<file path="src/rtl/sample_mul_share_arb.sv">
// Round-robin arbiter sharing one 2-stage pipelined signed multiplier among NUM_REQ requesters.
// Each product is returned tagged with the ID of the requester that issued it.
module sample_mul_share_arb #(
    parameter int NUM_REQ = 4,
    parameter int ID_W    = 2,
    parameter int DATA_W  = 11
) (
    input  logic                      clk,
    input  logic                      reset,
    input  logic                      ce,
    input  logic [NUM_REQ-1:0]        req_valid,
    output logic [NUM_REQ-1:0]        req_ready,
    input  logic [NUM_REQ*DATA_W-1:0] req_a,
    input  logic [NUM_REQ*DATA_W-1:0] req_b,
    output logic                      res_valid,
    input  logic                      res_ready,
    output logic [ID_W-1:0]           res_id,
    output logic [DATA_W-1:0]         res_p,
    output logic                      busy
);

    logic [ID_W-1:0]          rr_ptr_q, rr_ptr_d;
    logic                     s1_valid_q, s1_valid_d;
    logic [ID_W-1:0]          s1_id_q, s1_id_d;
    logic signed [DATA_W-1:0] s1_a_q, s1_a_d;
    logic signed [DATA_W-1:0] s1_b_q, s1_b_d;
    logic                     s2_valid_q, s2_valid_d;
    logic [ID_W-1:0]          s2_id_q, s2_id_d;
    logic [DATA_W-1:0]        s2_p_q, s2_p_d;

    logic                       adv;
    logic                       grant_found;
    logic                       transfer;
    logic [ID_W-1:0]            grant_id;
    logic signed [2*DATA_W-1:0] prod_full;

    // Holding off grants while reset is high keeps a handshake from being acknowledged and then dropped.
    assign adv      = ce & ~reset & ~(s2_valid_q & ~res_ready);
    assign transfer = adv & grant_found;

    // NOTE: every signal written in an always_comb gets a default first, so no path can infer a latch.
    always_comb begin : arbiter
        int               idx;
        logic [ID_W-1:0]  idx_id;
        idx         = 0;
        idx_id      = '0;
        grant_found = 1'b0;
        grant_id    = '0;
        for (int k = 0; k < NUM_REQ; k++) begin
            idx = int'(rr_ptr_q) + k;
            if (idx >= NUM_REQ) idx = idx - NUM_REQ;
            idx_id = ID_W'(idx);
            if (!grant_found && req_valid[idx_id]) begin
                grant_found = 1'b1;
                grant_id    = idx_id;
            end
        end
    end

    always_comb begin
        req_ready = '0;
        if (transfer) req_ready[grant_id] = 1'b1;
    end

    always_comb begin
        prod_full  = (2*DATA_W)'(s1_a_q) * (2*DATA_W)'(s1_b_q);
        rr_ptr_d   = rr_ptr_q;
        s1_valid_d = s1_valid_q;
        s1_id_d    = s1_id_q;
        s1_a_d     = s1_a_q;
        s1_b_d     = s1_b_q;
        s2_valid_d = s2_valid_q;
        s2_id_d    = s2_id_q;
        s2_p_d     = s2_p_q;
        if (transfer) begin
            rr_ptr_d = (grant_id == ID_W'(NUM_REQ - 1)) ? '0 : grant_id + ID_W'(1);
        end
        if (adv) begin
            s1_valid_d = transfer;
            s1_id_d    = grant_id;
            s1_a_d     = req_a[int'(grant_id)*DATA_W +: DATA_W];
            s1_b_d     = req_b[int'(grant_id)*DATA_W +: DATA_W];
            s2_valid_d = s1_valid_q;
            s2_id_d    = s1_id_q;
            s2_p_d     = prod_full[DATA_W-1:0];
        end
    end

    // NOTE: state registers use non-blocking assignments so every flop samples pre-edge values.
    always_ff @(posedge clk) begin
        if (reset) begin
            rr_ptr_q   <= '0;
            s1_valid_q <= 1'b0;
            s1_id_q    <= '0;
            s1_a_q     <= '0;
            s1_b_q     <= '0;
            s2_valid_q <= 1'b0;
            s2_id_q    <= '0;
            s2_p_q     <= '0;
        end else begin
            rr_ptr_q   <= rr_ptr_d;
            s1_valid_q <= s1_valid_d;
            s1_id_q    <= s1_id_d;
            s1_a_q     <= s1_a_d;
            s1_b_q     <= s1_b_d;
            s2_valid_q <= s2_valid_d;
            s2_id_q    <= s2_id_d;
            s2_p_q     <= s2_p_d;
        end
    end

    assign res_valid = s2_valid_q;
    assign res_id    = s2_id_q;
    assign res_p     = s2_p_q;
    assign busy      = s1_valid_q | s2_valid_q;

endmodule

</file>
<file path="config.mk">
export PLATFORM = sky130hd
export DESIGN_NAME = sample_mul_share_arb
export DESIGN_NICKNAME = d
export VERILOG_FILES = /design/src/rtl/sample_mul_share_arb.sv
export SDC_FILE = /design/constraint.sdc
export NUM_CORES = 1
export LEC_CHECK = 0
export BUFFER_PORTS_ARGS = -buffer_cell sky130_fd_sc_hd__clkbuf_2
export CAP_MARGIN = 30
export CORE_MARGIN = 5
export CORE_UTILIZATION = 55
export CTS_CLUSTER_DIAMETER = 100
export DETAILED_ROUTE_END_ITERATION = 6
export PLACE_DENSITY = 0.82
export SYNTH_ARGS = -nofsm -noshare
export SYNTH_HDL_FRONTEND = slang
export SYNTH_SLANG_ARGS = --single-unit
</file>
<file path="constraint.sdc">
create_clock -name clk -period 5.75 [get_ports clk]
set_input_delay 0 -clock clk [delete_from_list [all_inputs] [get_ports clk]]
set_output_delay 0 -clock clk [all_outputs]
set_load 0.03 [all_outputs]
</file>
==> results.py <==
metrics = {
    "sta": {
        "setup_viol_count_final": 0,
        "timing.setup.tns_ns": 0,
        "finalCriticalPeriod_ns": 4.816,
        "drv_slew": 0,
        "fmax_mhz": 207.6,
        "rsz0062_at_grt": "false",
        "skew_ns": 0.01093,
        "finalHoldViolCount": 0,
        "finalCritPeriodShare_pct": 83.76,
        "slew_headroom_pct": 26.49,
        "worst-slew-pin-transition_ns": 1.096,
    },
    "grt": {
        "grtUsageTotal_pct": 22.05,
        "grt_max_degree": 62,
        "grt_pass1_wl_um": 18170,
        "grt-ovfl-total": 0,
        "grt_pass1_vias": 4072,
        "antenna_found_initial": 0,
    },
    "placement": {
        "port_buffers": 114,
        "routabilityCongestion": 0.9263,
        "dpl.cell_count": 719,
        "hpwl_um": 8723,
        "place_area_um2": 5031,
    },
    "floorplanning": {
        "core_area_um2": 8093,
        "io_pins": 115,
        "dieHeight_um": 100.3,
        "fp.dieW_um": 100.3,
        "placementRows": 33,
        "initial_core_util_pct": 55.46,
        "die_area_um2": 10070,
    },
    "synthesis": {
        "syn_area_per_cell_um2": 8.468,
        "synth_flop_cell": "dfxtp_1",
        "synth.distinct_cells": 40,
        "yosysMostFrequentCell": "inv_1",
        "synthesis.area_um2": 4488,
        "synth_seq_cells": 41,
        "yosys.area.top_type": "dfxtp_1",
        "synth_area_leaders": "dfxtp_1, fa_1, ha_1",
        "synth_fp_nets": 694,
        "yosysWarnings": 0,
        "netlist.area_leader.share_pct": 18.29,
        "synthTopCellsByCount": "inv_1, nand2_1, dfxtp_1, and2_1, ha_1",
        "seq_area_frac_synth_pct": 18.29,
        "async_flop_share_pct": 0,
        "synth_edf_count": 0,
        "syn_inst": 530,
    },
    "critical_path": {
        "rrSetupSlack_ns": 0.93,
        "endpoint_kind": "register",
        "start_kind": "register",
        "path_class": "register to register",
        "path_max_fanout": 9,
        "path_cells": "nand2_1, fa_1, fa_1, inv_1, ha_1, fa_1, inv_1, fa_1, inv_1, ha_1, o21ai_0, o21bai_1, a21oi_1, xnor3_1, xnor2_1, a211oi_1",
        "arrival_ns": 5.05,
        "path_common_cell": "fa_1",
        "cpPeakStageDelay_ns": 0.54,
        "required_ns": 5.98,
        "cp_slowest_cell": "fa_1",
    },
    "clock_network": {
        "cts_tree": "built",
        "postCtsSetupBuffers": 0,
        "cts_sinks": 41,
        "htree_levels": 2,
        "ctsHoldBuffers": 0,
        "cts.repair.resized": 0,
        "cts-buffers-inserted": 5,
        "clockBufferDepth": 2,
        "clock-root-buffer": "clkbuf_8",
        "clock_latency_ns": 0.31,
        "clk_pin_slew_ns": 0.09,
    },
    "routing": {
        "drt_wl_total_um": 10750,
        "via_count": 3924,
        "routedWlPerCell_um": 14.77,
        "route.detailed.drc": 0,
        "detail_route.vias_per_cell": 5.390,
        "dr.pass1.iters": 5,
        "drt.antenna.violating_nets": 0,
        "drt_iter0_drc": 130,
    },
    "worst_hold_path": {
        "hold_class": "input port to register",
    },
    "power": {
        "clkPwrFrac_pct": 22.4,
        "power.density_nw_per_um2": 171.7,
        "seq_power_share_pct": 38.7,
        "peakVddDrop_uv": 98.95,
        "combPwrFrac_pct": 38.9,
        "p_int_w": 0.0005447,
        "p_leak_nw": 2.676,
        "p_total_w": 0.0008822,
        "switching_share_pct": 38.25,
        "switchingPower_w": 0.0003374,
    },
    "status": {
        "outcome": "finished clean",
    },
    "cells_and_area": {
        "final_cell_count_no_fill": 728,
        "area_growth_pct": 14.47,
        "n_fill_cell": 709,
        "finish.utilization_pct": 63.48,
        "final_nets": 786,
        "diodes": 0,
        "drive_above_1_share_pct": 24.72,
        "stdcell_area_um2": 5137,
    },
    "job": {
        "maxCapViolCount": 0,
    },
}
-- cell usage in the layout, fill, tap and decap left out, types with 4 or more instances in the layout --
master / netlist / routed
nand2_1: 69 / 69
a211o_1: 22 / 22
clkbuf_8: 2 / 5
a21oi_1: 19 / 19
nor3_1: 4 / 4
dfxtp_1: 41 / 41
xor2_1: 5 / 5
inv_1: 81 / 81
a21oi_2: 20 / 20
mux2i_1: 23 / 23
nor2_1: 13 / 13
clkbuf_2: 0 / 114
ha_1: 38 / 38
and2_1: 40 / 40
fa_1: 30 / 30
o211a_1: 22 / 22
a211oi_1: 5 / 5
o31ai_1: 23 / 23
xnor2_1: 17 / 17
-- per-stage QoR --
stage          hold slack [ns]  worst slack (ns)
6_report                0.1255            0.9335
5_1_grt                 0.1419            0.7233
4_1_cts                 0.1234            0.9157
3_5_place_dp            0.4470            0.9281
3_3_place_gp            0.4420             1.078
2_1_floorplan           0.2929             1.139
-- per-layer routing --
metal	wire length (um)	track usage, %	vias to the layer above	share of wire [%]
met5	0	0	-	0
met4	201	5.181	0	1.9
met3	571	3.753	16	5.3
met2	5558	41.69	117	52
met1	4423	25.69	1862	41
li1	-	-	1929	-
-- power groups by stage --
stage	combinational [W]	clock (W)	sequential (W)
2_1_floorplan	0.000260	0	0.000343
6_report	0.000343	0.000198	0.000341
5_1_grt	0.000381	0.000207	0.000346
4_1_cts	0.000344	0.000200	0.000341
3_3_place_gp	0.000328	0	0.000346
3_5_place_dp	0.000341	0	0.000348
-- layout make-up --
cell class                      instances  area (um^2)  area share (%)
Clock buffer                            5        68.82           1.340
Clock inverter                          3        22.52          0.4384
Inverter                               82        315.3           6.137
Multi-Input combinational cell        373         3166           61.62
Sequential cell                        41        820.8           15.98
Tap cell                              105        131.4           2.557
Timing Repair Buffer                  119        613.1           11.93
-- kinds of logic after synthesis --
logic type	synth area share, %
AO/OA/AOI/OAI	22.02
XOR/XNOR	4.795
adder cells (fa/ha/maj)	23.98
buffers and inverters	11.43
flip-flops	18.29
multiplexers	5.130
AND/OR/NAND/NOR	14.36
-- worst max-delay path: cells and delay by family, from the launching register on --
family | cells | cell delay (ns)
AO/OA/AOI/OAI | 4 | 0.74
XOR/XNOR | 2 | 0.55
adder cells (fa/ha/maj) | 6 | 2.74
buffers and inverters | 3 | 0.14
flip-flops | 1 | 0.47
AND/OR/NAND/NOR | 1 | 0.12
-- sequential cells by signal, indices dropped and copies added, names as in the netlist --
signal,cells
s1_a_q,11
s1_valid_q,1
rr_ptr_q,2
s1_id_q,2
res_valid,1
s1_b_q,11
res_p,11
res_id,2
-- worst paths after layout --
check                                               to                   start  depth (start not counted)
worst max-delay path            res_p[10]$_SDFFE_PP0P_  s1_a_q[3]$_SDFFE_PP0P_                         16
worst min-delay path            s1_b_q[5]$_SDFFE_PP0P_               req_b[27]                          4
worst max register to register  res_p[10]$_SDFFE_PP0P_  s1_a_q[3]$_SDFFE_PP0P_                         16
worst min register to register   res_p[5]$_SDFFE_PP0P_   res_p[5]$_SDFFE_PP0P_                          2
(Power assumes the default switching activity.)
